<file path="config.mk">
export PLATFORM = sky130hd
export DESIGN_NAME = mem_port_arbiter
export DESIGN_NICKNAME = d
export VERILOG_FILES = /design/src/rtl/mem_arb_pkg.sv /design/src/rtl/read_tag_pipe.sv /design/src/rtl/mem_port_arbiter.sv
export SDC_FILE = /design/constraint.sdc
export NUM_CORES = 1
export LEC_CHECK = 0
export BUFFER_PORTS_ARGS = -buffer_cell sky130_fd_sc_hd__buf_4
export CAP_MARGIN = 20
export CORE_AREA = 2 2 77 79
export DETAILED_ROUTE_END_ITERATION = 8
export DIE_AREA = 0 0 79 81
export HOLD_SLACK_MARGIN = 0.08
export PLACE_DENSITY_LB_ADDON = 0.12
export SYNTH_ARGS = -nofsm -noshare
export SYNTH_HDL_FRONTEND = slang
export SYNTH_SLANG_ARGS = --single-unit
</file>
<file path="constraint.sdc">
create_clock -name clk -period 2.4 [get_ports clk]
set_input_delay 0.6 -clock clk [delete_from_list [all_inputs] [get_ports clk]]
set_output_delay 0.6 -clock clk [all_outputs]
set_load 0.005 [all_outputs]
</file>
<file path="src/rtl/mem_arb_pkg.sv">
// Shared types for the memory data-port arbiter: bus owner encoding and requester id.
package mem_arb_pkg;

  typedef enum logic [1:0] {
    OWN_NONE = 2'd0,
    OWN_0    = 2'd1,
    OWN_1    = 2'd2
  } owner_e;

  // 0 = CPU data path, 1 = secondary bus master
  typedef logic req_id_t;

endpackage

</file>
<file path="src/rtl/read_tag_pipe.sv">
// Fixed-depth shift register of {valid, id} tags that tracks reads in flight to memory.
module read_tag_pipe
  import mem_arb_pkg::*;
#(
  parameter int unsigned Depth = 1
) (
  input  logic    clk,
  input  logic    reset,
  input  logic    push,
  input  req_id_t push_id,
  output logic    pop_valid,
  output req_id_t pop_id
);

  logic    [Depth-1:0] valid_q;
  req_id_t             id_q [Depth];

  always_ff @(posedge clk or posedge reset) begin
    if (reset) begin
      valid_q <= '0;
      for (int i = 0; i < Depth; i++) begin
        id_q[i] <= 1'b0;
      end
    end else begin
      valid_q[0] <= push;
      id_q[0]    <= push_id;
      for (int i = 1; i < Depth; i++) begin
        valid_q[i] <= valid_q[i-1];
        id_q[i]    <= id_q[i-1];
      end
    end
  end

  assign pop_valid = valid_q[Depth-1];
  assign pop_id    = id_q[Depth-1];

endmodule

</file>
<file path="src/rtl/mem_port_arbiter.sv">
// Shares memController's data port between two masters: burst tenures with round-robin
// fairness, one access per cycle, read data steered back by a tag pipe.
module mem_port_arbiter
  import mem_arb_pkg::*;
#(
  parameter int unsigned ADDR_W    = 15,
  parameter int unsigned DATA_W    = 16,
  parameter int unsigned READ_LAT  = 1,
  parameter int unsigned MAX_BURST = 8
) (
  input  logic              clk,
  input  logic              reset,
  input  logic              enable,
  input  logic              m0_req,
  input  logic              m0_we,
  input  logic [ADDR_W-1:0] m0_addr,
  input  logic [DATA_W-1:0] m0_wdata,
  output logic              m0_gnt,
  output logic              m0_rvalid,
  output logic [DATA_W-1:0] m0_rdata,
  input  logic              m1_req,
  input  logic              m1_we,
  input  logic [ADDR_W-1:0] m1_addr,
  input  logic [DATA_W-1:0] m1_wdata,
  output logic              m1_gnt,
  output logic              m1_rvalid,
  output logic [DATA_W-1:0] m1_rdata,
  output logic [ADDR_W-1:0] mem_addr,
  output logic [DATA_W-1:0] mem_wdata,
  output logic              mem_we,
  input  logic [DATA_W-1:0] mem_rdata
);

  localparam int unsigned     CntW     = $clog2(MAX_BURST + 1);
  localparam logic [CntW-1:0] BurstMax = CntW'(MAX_BURST);

  owner_e          owner_q, owner_d, other;
  logic            last_q, last_d;
  logic [CntW-1:0] burst_cnt_q, burst_cnt_d, burst_inc;
  logic            acc0, acc1, accept, own_req, oth_req, burst_full;
  logic            read_push, pop_valid;
  req_id_t         pop_id;
  logic [DATA_W-1:0] rdata0_q, rdata1_q;

  assign acc0   = m0_gnt & m0_req;
  assign acc1   = m1_gnt & m1_req;
  assign accept = acc0 | acc1;

  // Saturates at MAX_BURST: an unlimited lone tenure must still yield once the other asks.
  assign burst_inc  = (burst_cnt_q == BurstMax) ? burst_cnt_q : burst_cnt_q + CntW'(accept);
  assign burst_full = (burst_inc >= BurstMax);

  always_comb begin
    own_req = (owner_q == OWN_1) ? m1_req : m0_req;
    oth_req = (owner_q == OWN_1) ? m0_req : m1_req;
    other   = (owner_q == OWN_1) ? OWN_0 : OWN_1;
    owner_d = OWN_NONE;
    if (enable) begin
      if (owner_q == OWN_NONE) begin
        if (m0_req && m1_req) owner_d = last_q ? OWN_0 : OWN_1;
        else if (m0_req)      owner_d = OWN_0;
        else if (m1_req)      owner_d = OWN_1;
      end else if (own_req && (!oth_req || !burst_full)) begin
        owner_d = owner_q;
      end else if (oth_req) begin
        owner_d = other;
      end
    end
  end

  always_comb begin
    burst_cnt_d = (owner_d != owner_q) ? '0 : burst_inc;
    last_d      = last_q;
    if (owner_d == OWN_0) last_d = 1'b0;
    if (owner_d == OWN_1) last_d = 1'b1;
  end

  always_ff @(posedge clk or posedge reset) begin
    if (reset) begin
      owner_q     <= OWN_NONE;
      last_q      <= 1'b1;
      burst_cnt_q <= '0;
      m0_gnt      <= 1'b0;
      m1_gnt      <= 1'b0;
    end else begin
      owner_q     <= owner_d;
      last_q      <= last_d;
      burst_cnt_q <= burst_cnt_d;
      m0_gnt      <= (owner_d == OWN_0);
      m1_gnt      <= (owner_d == OWN_1);
    end
  end

  assign mem_addr  = (owner_q == OWN_1) ? m1_addr : m0_addr;
  assign mem_wdata = (owner_q == OWN_1) ? m1_wdata : m0_wdata;
  assign mem_we    = (acc0 & m0_we) | (acc1 & m1_we);

  assign read_push = (acc0 & ~m0_we) | (acc1 & ~m1_we);

  read_tag_pipe #(
    .Depth (READ_LAT)
  ) u_read_tag_pipe (
    .clk       (clk),
    .reset     (reset),
    .push      (read_push),
    .push_id   (acc1),
    .pop_valid (pop_valid),
    .pop_id    (pop_id)
  );

  assign m0_rvalid = pop_valid & (pop_id == 1'b0);
  assign m1_rvalid = pop_valid & (pop_id == 1'b1);

  // Memory data is valid in the strobe cycle itself; the hold registers keep it afterwards.
  always_ff @(posedge clk or posedge reset) begin
    if (reset) begin
      rdata0_q <= '0;
      rdata1_q <= '0;
    end else begin
      if (m0_rvalid) rdata0_q <= mem_rdata;
      if (m1_rvalid) rdata1_q <= mem_rdata;
    end
  end

  assign m0_rdata = m0_rvalid ? mem_rdata : rdata0_q;
  assign m1_rdata = m1_rvalid ? mem_rdata : rdata1_q;

endmodule

</file>
==> impl_results.md, run 1 <==
- M3 GR Usage: 6.67%
- Mean instance size in the synthesized netlist: 13.2 µm²
- Count of pins on the block boundary: 153
- Starting density of the core: 39.5%
- Clock transition at the registers of the reported paths: 80 ps
- PnR worst setup slack: 113 ps
- Final HPWL DP: 5390 µm
- Sequential cell area fraction in the yosys report: 48.0%
- Placer congestion estimate: 0.831
- Net switching power figure: 0.933 mW
- Top_reg_cell synth: sky130_fd_sc_hd__dfrtp_1
- DIE HEIGHT: 81 µm
- Layout area overhead: 60.7%
- Number of flops mapped to enable cells by yosys: 0
- Core Util, Final: 63.5%
- Final setup violation count: 0
- Critical path type: reg -> out
- Number of antenna violations at the first check in global routing: 0
- Number of buffers inserted to repair setup after CTS: 0
- Width of the chip: 79 µm
- Arr. time, crit path: 1690 ps
- Post-DRT Antenna Nets: 0
- Post-synthesis mux area share: 32.6%
- Net count reported at finish: 419
- Post-synth top area share: 46.9%
- Setup clock skew after layout: 2.55 ps
- GRT met2 Usage: 35.2%
- Type of the worst min-delay path: in -> async
- Placed cell area: 3510 µm²
- Routing usage on met1: 26.9%
- Launch point of the critical path: owner_q[1]
- Gr busiest metal: met2
- Maximum achievable frequency: 437 MHz
- Vias in the first global route: 1977
- Diode count: 0
- Switching power share of the total: 30.2%
- Synth Net Count: 259
- IR drop worst, VDD: 0.418 mV
- Total global-route track usage: 21.1%
- Highest-count cells in the layout ignoring fill and taps: sky130_fd_sc_hd__buf_4, sky130_fd_sc_hd__dfrtp_1, sky130_fd_sc_hd__mux2_1
- Run status: finished, final reports clean
- Count of maximum capacitance violations: 0
- Buffers added on ports: 152
- Cell at the root of the clock tree: sky130_fd_sc_hd__clkbuf_8
- CTS tree: done
- Count of standard-cell rows: 28
- Start of the worst register-to-register path: m0_gnt
- Worst-Skew Late Latency: 290 ps
- Element type at the critical path end: primary output
- Number of H-tree levels: 2
- Leakage power total: 1.80 nW
- Post-detailed-route DRC marker count: 0
- Crit path to: mem_wdata[14]
- Synthesis-stage register bit count: 43
- Internal cell power: 2.15 mW
- Unrepaired setup endpoints after global routing: no
- Compound-Gate Fraction of Synth Area: 5.19%
- Final wirelength: 6580 µm
- Share of power burned in the clock network: 14.9%
- Capturing point of the worst reg2reg path: last_q
- Final hold violation count: 0
- Share of total power in combinational logic: 48.3%
- Fraction of power consumed by sequential logic: 36.8%
- Startpoint Class: flop
- Measured slew at the worst slew-check pin: 546 ps
- Final Power: 3.09 mW
- Post-cts resize count: 0
- Async set-reset flop share out of synthesis: 100%
- Global-route wire length before repair: 10300 µm
- Required time reported for the critical path endpoint: 1800 ps
- Number of optimization iterations in the first detailed-route pass: 4
- Largest net degree at the start of global routing: 44
- Rel. slew slack: 63.1%
- Wire length per cell after detailed routing: 16.2 µm
- Power density cells: 857 nW/µm²
- Number of DRC violations after detailed-routing iteration 0: 74
- Number of buffers created by CTS: 5
- Layout cells sized above 1: 62.2%
- Dominant combinational cell family by area after synthesis: multiplexers
- Final critical delay including setup and external delays: 2290 ps
- Worst setup slack after placement: -53.1 ps
- Synth top area cells: sky130_fd_sc_hd__dfrtp_1, sky130_fd_sc_hd__mux2_1, sky130_fd_sc_hd__mux2_2, sky130_fd_sc_hd__ha_1, sky130_fd_sc_hd__buf_4
- Die footprint: 6400 µm²
- Simple-Gate Fraction of Synth Area: 6.53%
- Core region area: 5680 µm²
- Worst-path fanout max: 32
- Via-to-Cell Ratio: 4.73
- Final design area excluding fillers: 3600 µm²
- Most common cell after layout, fill and taps aside: sky130_fd_sc_hd__buf_4
- Cell area after synthesis: 2240 µm²
- Largest buffer count on any clock path: 2
- Gr ovfl total: 0
- Post-synthesis share of cell area spent on xor and xnor gates: 1.56%
- Number of fill cells: 480
- Final cycle utilization of the critical path: 95.3%
- Synthesized-area fraction occupied by adder cells: 2.23%
- Clock sinks: 43
- Worst Reg2Reg Path Length in Cells: 9
- Worst setup slack for register-to-register paths: 260 ps
- Top cell type by total area after synthesis: sky130_fd_sc_hd__dfrtp_1
- Final max-slew violation count: 0
- Synthesized instance count: 170
- Post-CTS Hold Buffers: 0
- Synth Warn #: 0
- Number of distinct library cells after synthesis: 35
- Overall via count from detail_route: 1920
## how the worst min path moves through the flow
stage	startpoint	endpoint	depth (start not counted)	slack (ps)
floorplan	rdata0_q[0]	rdata0_q[0]	1	480
global placement	rdata0_q[5]	rdata0_q[5]	1	480
detailed placement	rdata0_q[11]	rdata0_q[11]	1	480
CTS	reset	m1_gnt	3	460
global route	m0_we	u_read_tag_pipe.pop_valid	2	480
finish	reset	rdata1_q[7]	3	440
## worst max-delay path, stage by stage, from the launching register on
cell and delay, ps:
sky130_fd_sc_hd__dfrtp_2 440, sky130_fd_sc_hd__nor2b_2 200, sky130_fd_sc_hd__buf_12 220, sky130_fd_sc_hd__mux2_1 380, sky130_fd_sc_hd__buf_4 150
## power groups by stage
stage	sequential, mW	clock (mW)	combinational (mW)
4_1_cts	1.14	0.480	1.52
3_3_place_gp	1.13	0	1.49
5_1_grt	1.17	0.520	1.63
3_5_place_dp	1.15	0	1.51
6_report	1.14	0.458	1.49
2_1_floorplan	1.11	0	0.684
## per-stage QoR
step	instances	hold slack, ps	setup TNS (ps)
2_1_floorplan	170	483	0
3_3_place_gp	398	477	-0.291
3_5_place_dp	398	483	-53.1
4_1_cts	406	455	0
5_1_grt	406	478	0
6_report	406	443	0
## synthesized netlist by cell type, types with 2 or more instances
cell and count:
sky130_fd_sc_hd__nor2b_1 3, sky130_fd_sc_hd__mux2_2 28, sky130_fd_sc_hd__o21ai_0 2, sky130_fd_sc_hd__nand3_1 3
sky130_fd_sc_hd__buf_6 2, sky130_fd_sc_hd__mux2_1 36, sky130_fd_sc_hd__dfrtp_1 42, sky130_fd_sc_hd__xnor2_1 2
sky130_fd_sc_hd__o211a_1 2, sky130_fd_sc_hd__nand2b_1 2, sky130_fd_sc_hd__ha_1 4, sky130_fd_sc_hd__buf_4 4
sky130_fd_sc_hd__nor4b_1 3, sky130_fd_sc_hd__or2b_1 2, sky130_fd_sc_hd__xor2_1 2, sky130_fd_sc_hd__buf_2 3
sky130_fd_sc_hd__nand2_1 7, sky130_fd_sc_hd__a21oi_1 2, sky130_fd_sc_hd__inv_1 5
## registers in the layout (all words and copies together), names as in the netlist
register / count
burst_cnt_q: 4
last_q: 1
m0_gnt: 1
m1_gnt: 1
owner_q: 2
rdata0_q: 16
rdata1_q: 16
u_read_tag_pipe.pop_id: 1
u_read_tag_pipe.pop_valid: 1
## area by class of cell
type	count	area (µm²)	share of cell area, %
clock inverter	3	23.8	0.660
multi-input combinational	113	1090	30.2
clock buffer	5	68.8	1.91
inverter	5	18.8	0.521
timing repair buffer	162	1230	34.1
sequential	43	1080	30.0
tap	75	93.8	2.61
## cell families after synthesis
kind of cell / count (synthesis)
xor gates and xnor gates: 4
and+or+nand+nor: 25
DFF: 43
buffers and inverters: 14
AOI/OAI and AO/OA: 15
adders and majority gates: 4
muxes: 65
## layer usage
layer  vias up  share of wire [%]
met3         9                7.2
met2        67                 49
li1        925                  -
met5         -                  0
met1       919                 42
met4         0                1.4
(Power assumes the default switching activity.)
==> run 2, diff against run 1 <==
--- a/config.mk
+++ b/config.mk
@@ -10,8 +10,10 @@
 export CORE_AREA = 2 2 77 79
 export DETAILED_ROUTE_END_ITERATION = 8
 export DIE_AREA = 0 0 79 81
+export GPL_ROUTABILITY_DRIVEN = 0
 export HOLD_SLACK_MARGIN = 0.08
 export PLACE_DENSITY_LB_ADDON = 0.12
+export RECOVER_POWER = 100
 export SYNTH_ARGS = -nofsm -noshare
 export SYNTH_HDL_FRONTEND = slang
 export SYNTH_SLANG_ARGS = --single-unit
==> impl_results.md, run 2 (same netlist as run 1, synthesis figures left out) <==
- Run status: finished, final reports clean
- M3 GR Usage: 6.67% (unchanged)
- Leakage power total: 1.74 nW (-3.5%)
- Net count reported at finish: 419 (unchanged)
- Cell at the root of the clock tree: sky130_fd_sc_hd__clkbuf_8
- Start of the worst register-to-register path: m0_gnt
- Wire length per cell after detailed routing: 16.0 µm (-1.1%)
- Count of standard-cell rows: 28 (unchanged)
- Clock transition at the registers of the reported paths: 90 ps (about the same)
- Final HPWL DP: 5390 µm (unchanged)
- Measured slew at the worst slew-check pin: 1050 ps (+507 ps)
- Number of buffers inserted to repair setup after CTS: 0 (unchanged)
- Overall via count from detail_route: 1919 (-0.052%)
- DIE HEIGHT: 81 µm (unchanged)
- Final setup violation count: 0 (unchanged)
- Final hold violation count: 0 (unchanged)
- Number of fill cells: 500 (+4.2%)
- PnR worst setup slack: 110 ps (-2.27 ps)
- Critical path type: reg -> out
- IR drop worst, VDD: 0.410 mV (-1.9%)
- Most common cell after layout, fill and taps aside: sky130_fd_sc_hd__buf_4
- Final Power: 2.96 mW (-4.2%)
- Routing usage on met1: 26.9% (unchanged)
- Capturing point of the worst reg2reg path: last_q
- Number of instances on the worst hold path: 1
- Crit path to: mem_wdata[14]
- Worst setup slack after placement: -53.1 ps (unchanged)
- Number of H-tree levels: 2 (unchanged)
- Core region area: 5680 µm² (unchanged)
- Worst stage delay on the critical path: 470 ps (+30 ps)
- Width of the chip: 79 µm (unchanged)
- Regs by FF count: rdata0_q x16, rdata1_q x16, burst_cnt_q x4
- Buffers added on ports: 152 (unchanged)
- Arr. time, crit path: 1690 ps (about the same)
- Crit path max-delay cell type: sky130_fd_sc_hd__dfrtp_2
- Count of maximum capacitance violations: 0 (unchanged)
- Number of antenna violations at the first check in global routing: 0 (unchanged)
- Largest buffer count on any clock path: 2 (unchanged)
- Via-to-Cell Ratio: 4.73 (about the same)
- Highest-count cells in the layout ignoring fill and taps: sky130_fd_sc_hd__buf_4, sky130_fd_sc_hd__mux2_1, sky130_fd_sc_hd__clkbuf_4
- Bufs and invs on worst path: 2 (unchanged)
- Count of pins on the block boundary: 153 (unchanged)
- Layout cells sized above 1: 52.6% (-9.7 points)
- Number of optimization iterations in the first detailed-route pass: 4 (unchanged)
- Cells along the critical path: nor2b_2 > buf_12 > mux2_1 > clkbuf_4
- Global-route wire length before repair: 10300 µm (unchanged)
- Starting density of the core: 39.5% (unchanged)
- Startpoint Class: flop
- Required time reported for the critical path endpoint: 1800 ps (about the same)
- Largest net degree at the start of global routing: 44 (unchanged)
- Final max-slew violation count: 0 (unchanged)
- Number of buffers created by CTS: 5 (unchanged)
- Power density cells: 835 nW/µm² (-2.6%)
- GRT met2 Usage: 35.2% (unchanged)
- Layout area overhead: 57.9%
- Final wirelength: 6510 µm (-1.1%)
- Gr busiest metal: met2
- Vias in the first global route: 1977 (unchanged)
- Post-DRT Antenna Nets: 0 (unchanged)
- Total global-route track usage: 21.1% (unchanged)
- Post-CTS Hold Buffers: 0 (unchanged)
- Rel. slew slack: 29.8% (-33 points)
- Launch point of the critical path: owner_q[0]
- Unrepaired setup endpoints after global routing: no
- Number of DRC violations after detailed-routing iteration 0: 88 (+19%)
- Worst setup slack for register-to-register paths: 230 ps (-30 ps)
- Setup clock skew after layout: 3.76 ps (+1.20 ps)
- Element type at the critical path end: primary output
- Worst-path fanout max: 32 (unchanged)
- CTS tree: done
- Post-detailed-route DRC marker count: 0 (unchanged)
- Setup Total Neg Slack: 0 ps (unchanged)
- Family of cells with the greatest summed delay on the critical path: flip-flops
- Die footprint: 6400 µm² (unchanged)
- Type of the worst min-delay path: reg -> reg
- Final cycle utilization of the critical path: 95.4% (about the same)
- Clock sinks: 43 (unchanged)
- Count of cell instances traversed by the critical path: 4 (unchanged)
- Final critical delay including setup and external delays: 2290 ps (+2.28 ps)
- Worst Reg2Reg Path Length in Cells: 9 (unchanged)
- Diode count: 0 (unchanged)
- Maximum achievable frequency: 437 MHz (about the same)
- Gr ovfl total: 0 (unchanged)
- Worst-Skew Late Latency: 290 ps (about the same)
-- run 2: cell types whose count changed in the layout (fill, tap and decap cells not counted), sizes merged --
cell    previous run  this run
buf              162        94
clkbuf             5        73
-- run 2: worst register-to-register path: cells and delay by family (launching register included) --
kind	cells	cell delay, ps
DFF	1	410
AOI/OAI and AO/OA	1	120
muxes	2	570
xor gates and xnor gates	1	230
and+or+nand+nor	3	290
adders and majority gates	2	480
-- run 2: final cells by class --
| class | count | area (µm²) | share of cell area [%] |
|---|---|---|---|
| clock buffers | 5 | 68.8 | 1.94 |
| clock inverters | 3 | 23.8 | 0.671 |
| repair buffers | 162 | 1170 | 33.2 |
| inverters | 5 | 18.8 | 0.530 |
| well taps | 75 | 93.8 | 2.65 |
| flip-flops and latches | 43 | 1080 | 30.5 |
| multi-input cells | 113 | 1080 | 30.5 |
-- run 2: worst min path at each step --
| stage | end | slack [ps] | startpoint |
|---|---|---|---|
| 3_3_place_gp | rdata0_q[5] | 480 | rdata0_q[5] |
| 3_5_place_dp | rdata0_q[11] | 480 | rdata0_q[11] |
| 5_1_grt | u_read_tag_pipe.pop_valid | 480 | m0_we |
| 2_1_floorplan | rdata0_q[0] | 480 | rdata0_q[0] |
| 6_report | rdata0_q[11] | 490 | rdata0_q[11] |
| 4_1_cts | m1_gnt | 460 | reset |
-- run 2: repair_timing --
item	4_1_cts	5_1_grt
setup endpoints to repair	0	31
hold endpoints to repair	0	0
gates resized for setup	0	2
-- run 2: per-layer routing --
metal | part of all wire [%] | wire length [µm] | up-vias
met1 | 43 | 2780 | 913
met5 | 0 | 0 | -
met2 | 49 | 3160 | 67
met4 | 1.5 | 97 | 0
met3 | 7.1 | 462 | 9
li1 | - | - | 930
-- run 2: power breakdown --
| group | internal, mW | leakage [nW] | switching (mW) | total [mW] |
|---|---|---|---|---|
| clock network | 0.208 | 0.0408 | 0.252 | 0.459 |
| registers | 1.03 | 0.515 | 0.105 | 1.14 |
| logic | 0.791 | 1.18 | 0.568 | 1.36 |
-- run 2: stage by stage --
| stage | cell area, µm² | std cells | hold slack (ps) | util (%) |
|---|---|---|---|---|
| floorplan | 2250 | 170 | 483 | - |
| global placement | 3510 | 398 | 477 | 61.8 |
| detailed placement | 3510 | 398 | 483 | 61.8 |
| CTS | 3600 | 406 | 455 | 63.4 |
| global route | 3540 | 406 | 478 | 62.4 |
| finish | 3540 | 406 | 492 | 62.4 |
==> run 3, diff against run 2 <==
--- a/config.mk
+++ b/config.mk
@@ -16,4 +16,5 @@
 export RECOVER_POWER = 100
 export SYNTH_ARGS = -nofsm -noshare
 export SYNTH_HDL_FRONTEND = slang
+export SYNTH_HIERARCHICAL = 1
 export SYNTH_SLANG_ARGS = --single-unit
==> impl_results.md, run 3 <==
- Run status: finished, final reports clean
- Mean instance size in the synthesized netlist: 13.1 µm² (-0.42%)
- Bufs and invs on worst path: 2 (unchanged)
- Diode count: 0 (unchanged)
- Worst-path fanout max: 29 (-9.4%)
- Number of H-tree levels: 2 (unchanged)
- Cells along the critical path: nor2b_4 > buf_12 > mux2_1 > clkbuf_4
- Number of flops mapped to enable cells by yosys: 0 (unchanged)
- Final hold violation count: 0 (unchanged)
- Final wirelength: 6260 µm (-3.8%)
- Measured slew at the worst slew-check pin: 1090 ps (+35.0 ps)
- Wire length per cell after detailed routing: 15.3 µm (-4.5%)
- Final critical delay including setup and external delays: 2290 ps (+1.72 ps)
- Power density cells: 829 nW/µm² (-0.74%)
- Final setup violation count: 0 (unchanged)
- Synthesized instance count: 171 (+0.59%)
- Crit path max-delay cell type: sky130_fd_sc_hd__dfrtp_1
- Required time reported for the critical path endpoint: 1800 ps (about the same)
- Count of pins on the block boundary: 153 (unchanged)
- Number of antenna violations at the first check in global routing: 0 (unchanged)
- Core Util, Final: 62.4% (about the same)
- Worst-Skew Late Latency: 300 ps (about the same)
- Clock transition at the registers of the reported paths: 80 ps (about the same)
- Highest-count cells in the layout ignoring fill and taps: sky130_fd_sc_hd__buf_4, sky130_fd_sc_hd__mux2_1, sky130_fd_sc_hd__clkbuf_4
- Top_reg_cell synth: sky130_fd_sc_hd__dfrtp_1
- Final max-slew violation count: 0 (unchanged)
- Maximum achievable frequency: 436 MHz (about the same)
- Vias in the first global route: 1933 (-2.2%)
- Post-detailed-route DRC marker count: 0 (unchanged)
- Cell at the root of the clock tree: sky130_fd_sc_hd__clkbuf_8
- Via-to-Cell Ratio: 4.62 (-2.3%)
- Number of buffers created by CTS: 5 (unchanged)
- Async set-reset flop share out of synthesis: 100% (unchanged)
- Synth Net Count: 260 (+0.39%)
- Top cells by instance count after synthesis: sky130_fd_sc_hd__dfrtp_1, sky130_fd_sc_hd__mux2_1, sky130_fd_sc_hd__mux2_2, sky130_fd_sc_hd__nand2_1, sky130_fd_sc_hd__inv_1
- Arr. time, crit path: 1690 ps (about the same)
- Number of optimization iterations in the first detailed-route pass: 4 (unchanged)
- Width of the chip: 79 µm (unchanged)
- Core region area: 5680 µm² (unchanged)
- Gr ovfl total: 0 (unchanged)
- Worst stage delay on the critical path: 500 ps (+30 ps)
- PnR worst setup slack: 109 ps (-1.72 ps)
- Total global-route track usage: 19.8% (-1.3 points)
- Cell area after synthesis: 2250 µm² (+0.17%)
- Startpoint Class: flop
- Clock sinks: 43 (unchanged)
- Type of the worst min-delay path: in -> async
- Most common cell after layout, fill and taps aside: sky130_fd_sc_hd__buf_4
- Global-route wire length before repair: 9820 µm (-4.3%)
- Synth top area cells: sky130_fd_sc_hd__dfrtp_1, sky130_fd_sc_hd__mux2_1, sky130_fd_sc_hd__mux2_2, sky130_fd_sc_hd__ha_1, sky130_fd_sc_hd__buf_4
- Layout cells sized above 1: 50.6% (-2.0 points)
- Unrepaired setup endpoints after global routing: no
- DIE HEIGHT: 81 µm (unchanged)
- Count of standard-cell rows: 28 (unchanged)
- Post-synth top area share: 46.8% (-0.078 points)
- Largest buffer count on any clock path: 2 (unchanged)
- Setup clock skew after layout: 7.02 ps (+3.26 ps)
- Element type at the critical path end: primary output
- Final cycle utilization of the critical path: 95.5% (about the same)
- Overall via count from detail_route: 1888 (-1.6%)
- Leading cell type by number of instances after synthesis: sky130_fd_sc_hd__dfrtp_1
- Number of DRC violations after detailed-routing iteration 0: 47 (-47%)
- Regs by FF count: rdata0_q x16, rdata1_q x16, burst_cnt_q x4
- Largest net degree at the start of global routing: 30 (-32%)
- Final HPWL DP: 5070 µm (-6.0%)
- Number of fill cells: 502 (+0.40%)
- Post-DRT Antenna Nets: 0 (unchanged)
- Synthesis-stage register bit count: 43 (unchanged)
- Worst setup slack after placement: -15.7 ps (+37.4 ps)
- Sequential cell area fraction in the yosys report: 48.0% (-0.080 points)
- Starting density of the core: 39.6% (+0.066 points)
- Net count reported at finish: 422 (+0.72%)
- Die footprint: 6400 µm² (unchanged)
- Synth Warn #: 6 (+6)
- Leakage power total: 1.74 nW (+0.13%)
- IR drop worst, VDD: 0.698 mV (+70%)
- Number of distinct library cells after synthesis: 35 (unchanged)
- Count of maximum capacitance violations: 0 (unchanged)
- Top cell type by total area after synthesis: sky130_fd_sc_hd__dfrtp_1
- Layout area overhead: 57.7%
- Family of cells with the greatest summed delay on the critical path: flip-flops
- Rel. slew slack: 27.5% (-2.3 points)
- CTS tree: done
- Buffers added on ports: 152 (unchanged)
- Critical path type: reg -> out
-- run 3: timing repair --
item                       CTS  global route
hold endpoints to repair     0             0
setup buffers                0             0
resized for setup            0             2
hold buffers                 0             0
setup endpoints to repair    0            29
-- run 3: worst paths after layout --
path / startpoint / end / slack, ps / cells past startpoint
worst max-delay path: owner_q[0] / mem_addr[1] / 110 / 4
worst min-delay path: reset / u_read_tag_pipe/pop_id / 160 / 2
worst max register to register: m0_gnt / last_q / 260 / 9
worst min register to register: rdata0_q[13] / rdata0_q[13] / 490 / 1
max in group asynchronous: reset / rdata0_q[11] / 790 / 3
min in group clk: m0_we / u_read_tag_pipe/pop_valid / 490 / 2
-- run 3: through the flow --
step                      instance area, µm²  setup TNS, ps  power, mW  hold slack, ps  instances
after floorplan                         2250              0       1.80             341        171
after global placement                  3530              0       2.62             471        401
after detailed placement                3530          -15.7       2.65             473        401
after CTS                               3610              0       3.10             152        409
after global routing                    3540              0       3.15             163        409
final                                   3540              0       2.94             164        409
-- run 3: cells by family (layout without fill, tap and decap cells) --
| family | Yosys count | after routing | share of synthesized area [%] |
|---|---|---|---|
| muxes | 65 | 65 | 32.5 |
| xor gates and xnor gates | 4 | 4 | 1.56 |
| buffers and inverters | 15 | 178 | 4.01 |
| DFF | 43 | 43 | 48.0 |
| adders and majority gates | 4 | 4 | 2.23 |
| and+or+nand+nor | 25 | 25 | 6.52 |
| AOI/OAI and AO/OA | 15 | 15 | 5.18 |
-- run 3: where the power goes --
part	internal [mW]	switching, mW	leakage [nW]
Clock	0.204	0.251	0.0412
Combinational	0.792	0.557	1.19
Sequential	1.03	0.0998	0.517
-- run 3: metal layers --
| metal | track usage [%] | vias to the layer above | share of wire [%] |
|---|---|---|---|
| li1 | - | 931 | - |
| met1 | 27.0 | 897 | 46 |
| met2 | 33.7 | 53 | 49 |
| met3 | 3.11 | 7 | 3.9 |
| met4 | 4.14 | 0 | 0.58 |
| met5 | 0 | - | 0 |
-- run 3: cell type report --
type	instances	area, µm²	area share, %
clock buffer	6	72.6	2.05
clock inverter	2	12.5	0.353
inverter	6	22.5	0.636
multi-input combinational	113	1090	30.7
sequential	43	1080	30.4
tap	75	93.8	2.65
timing repair buffer	164	1180	33.2
-- run 3: worst reg2reg max path, cell delays in order, from the launching register on --
cell and delay [ps]:
sky130_fd_sc_hd__dfrtp_1 400, sky130_fd_sc_hd__nand2_1 90, sky130_fd_sc_hd__nand2_1 60, sky130_fd_sc_hd__ha_1 190
sky130_fd_sc_hd__nand3_1 130, sky130_fd_sc_hd__xor2_1 230, sky130_fd_sc_hd__mux2i_1 250, sky130_fd_sc_hd__o21ai_0 120
sky130_fd_sc_hd__ha_1 290, sky130_fd_sc_hd__mux2_2 320
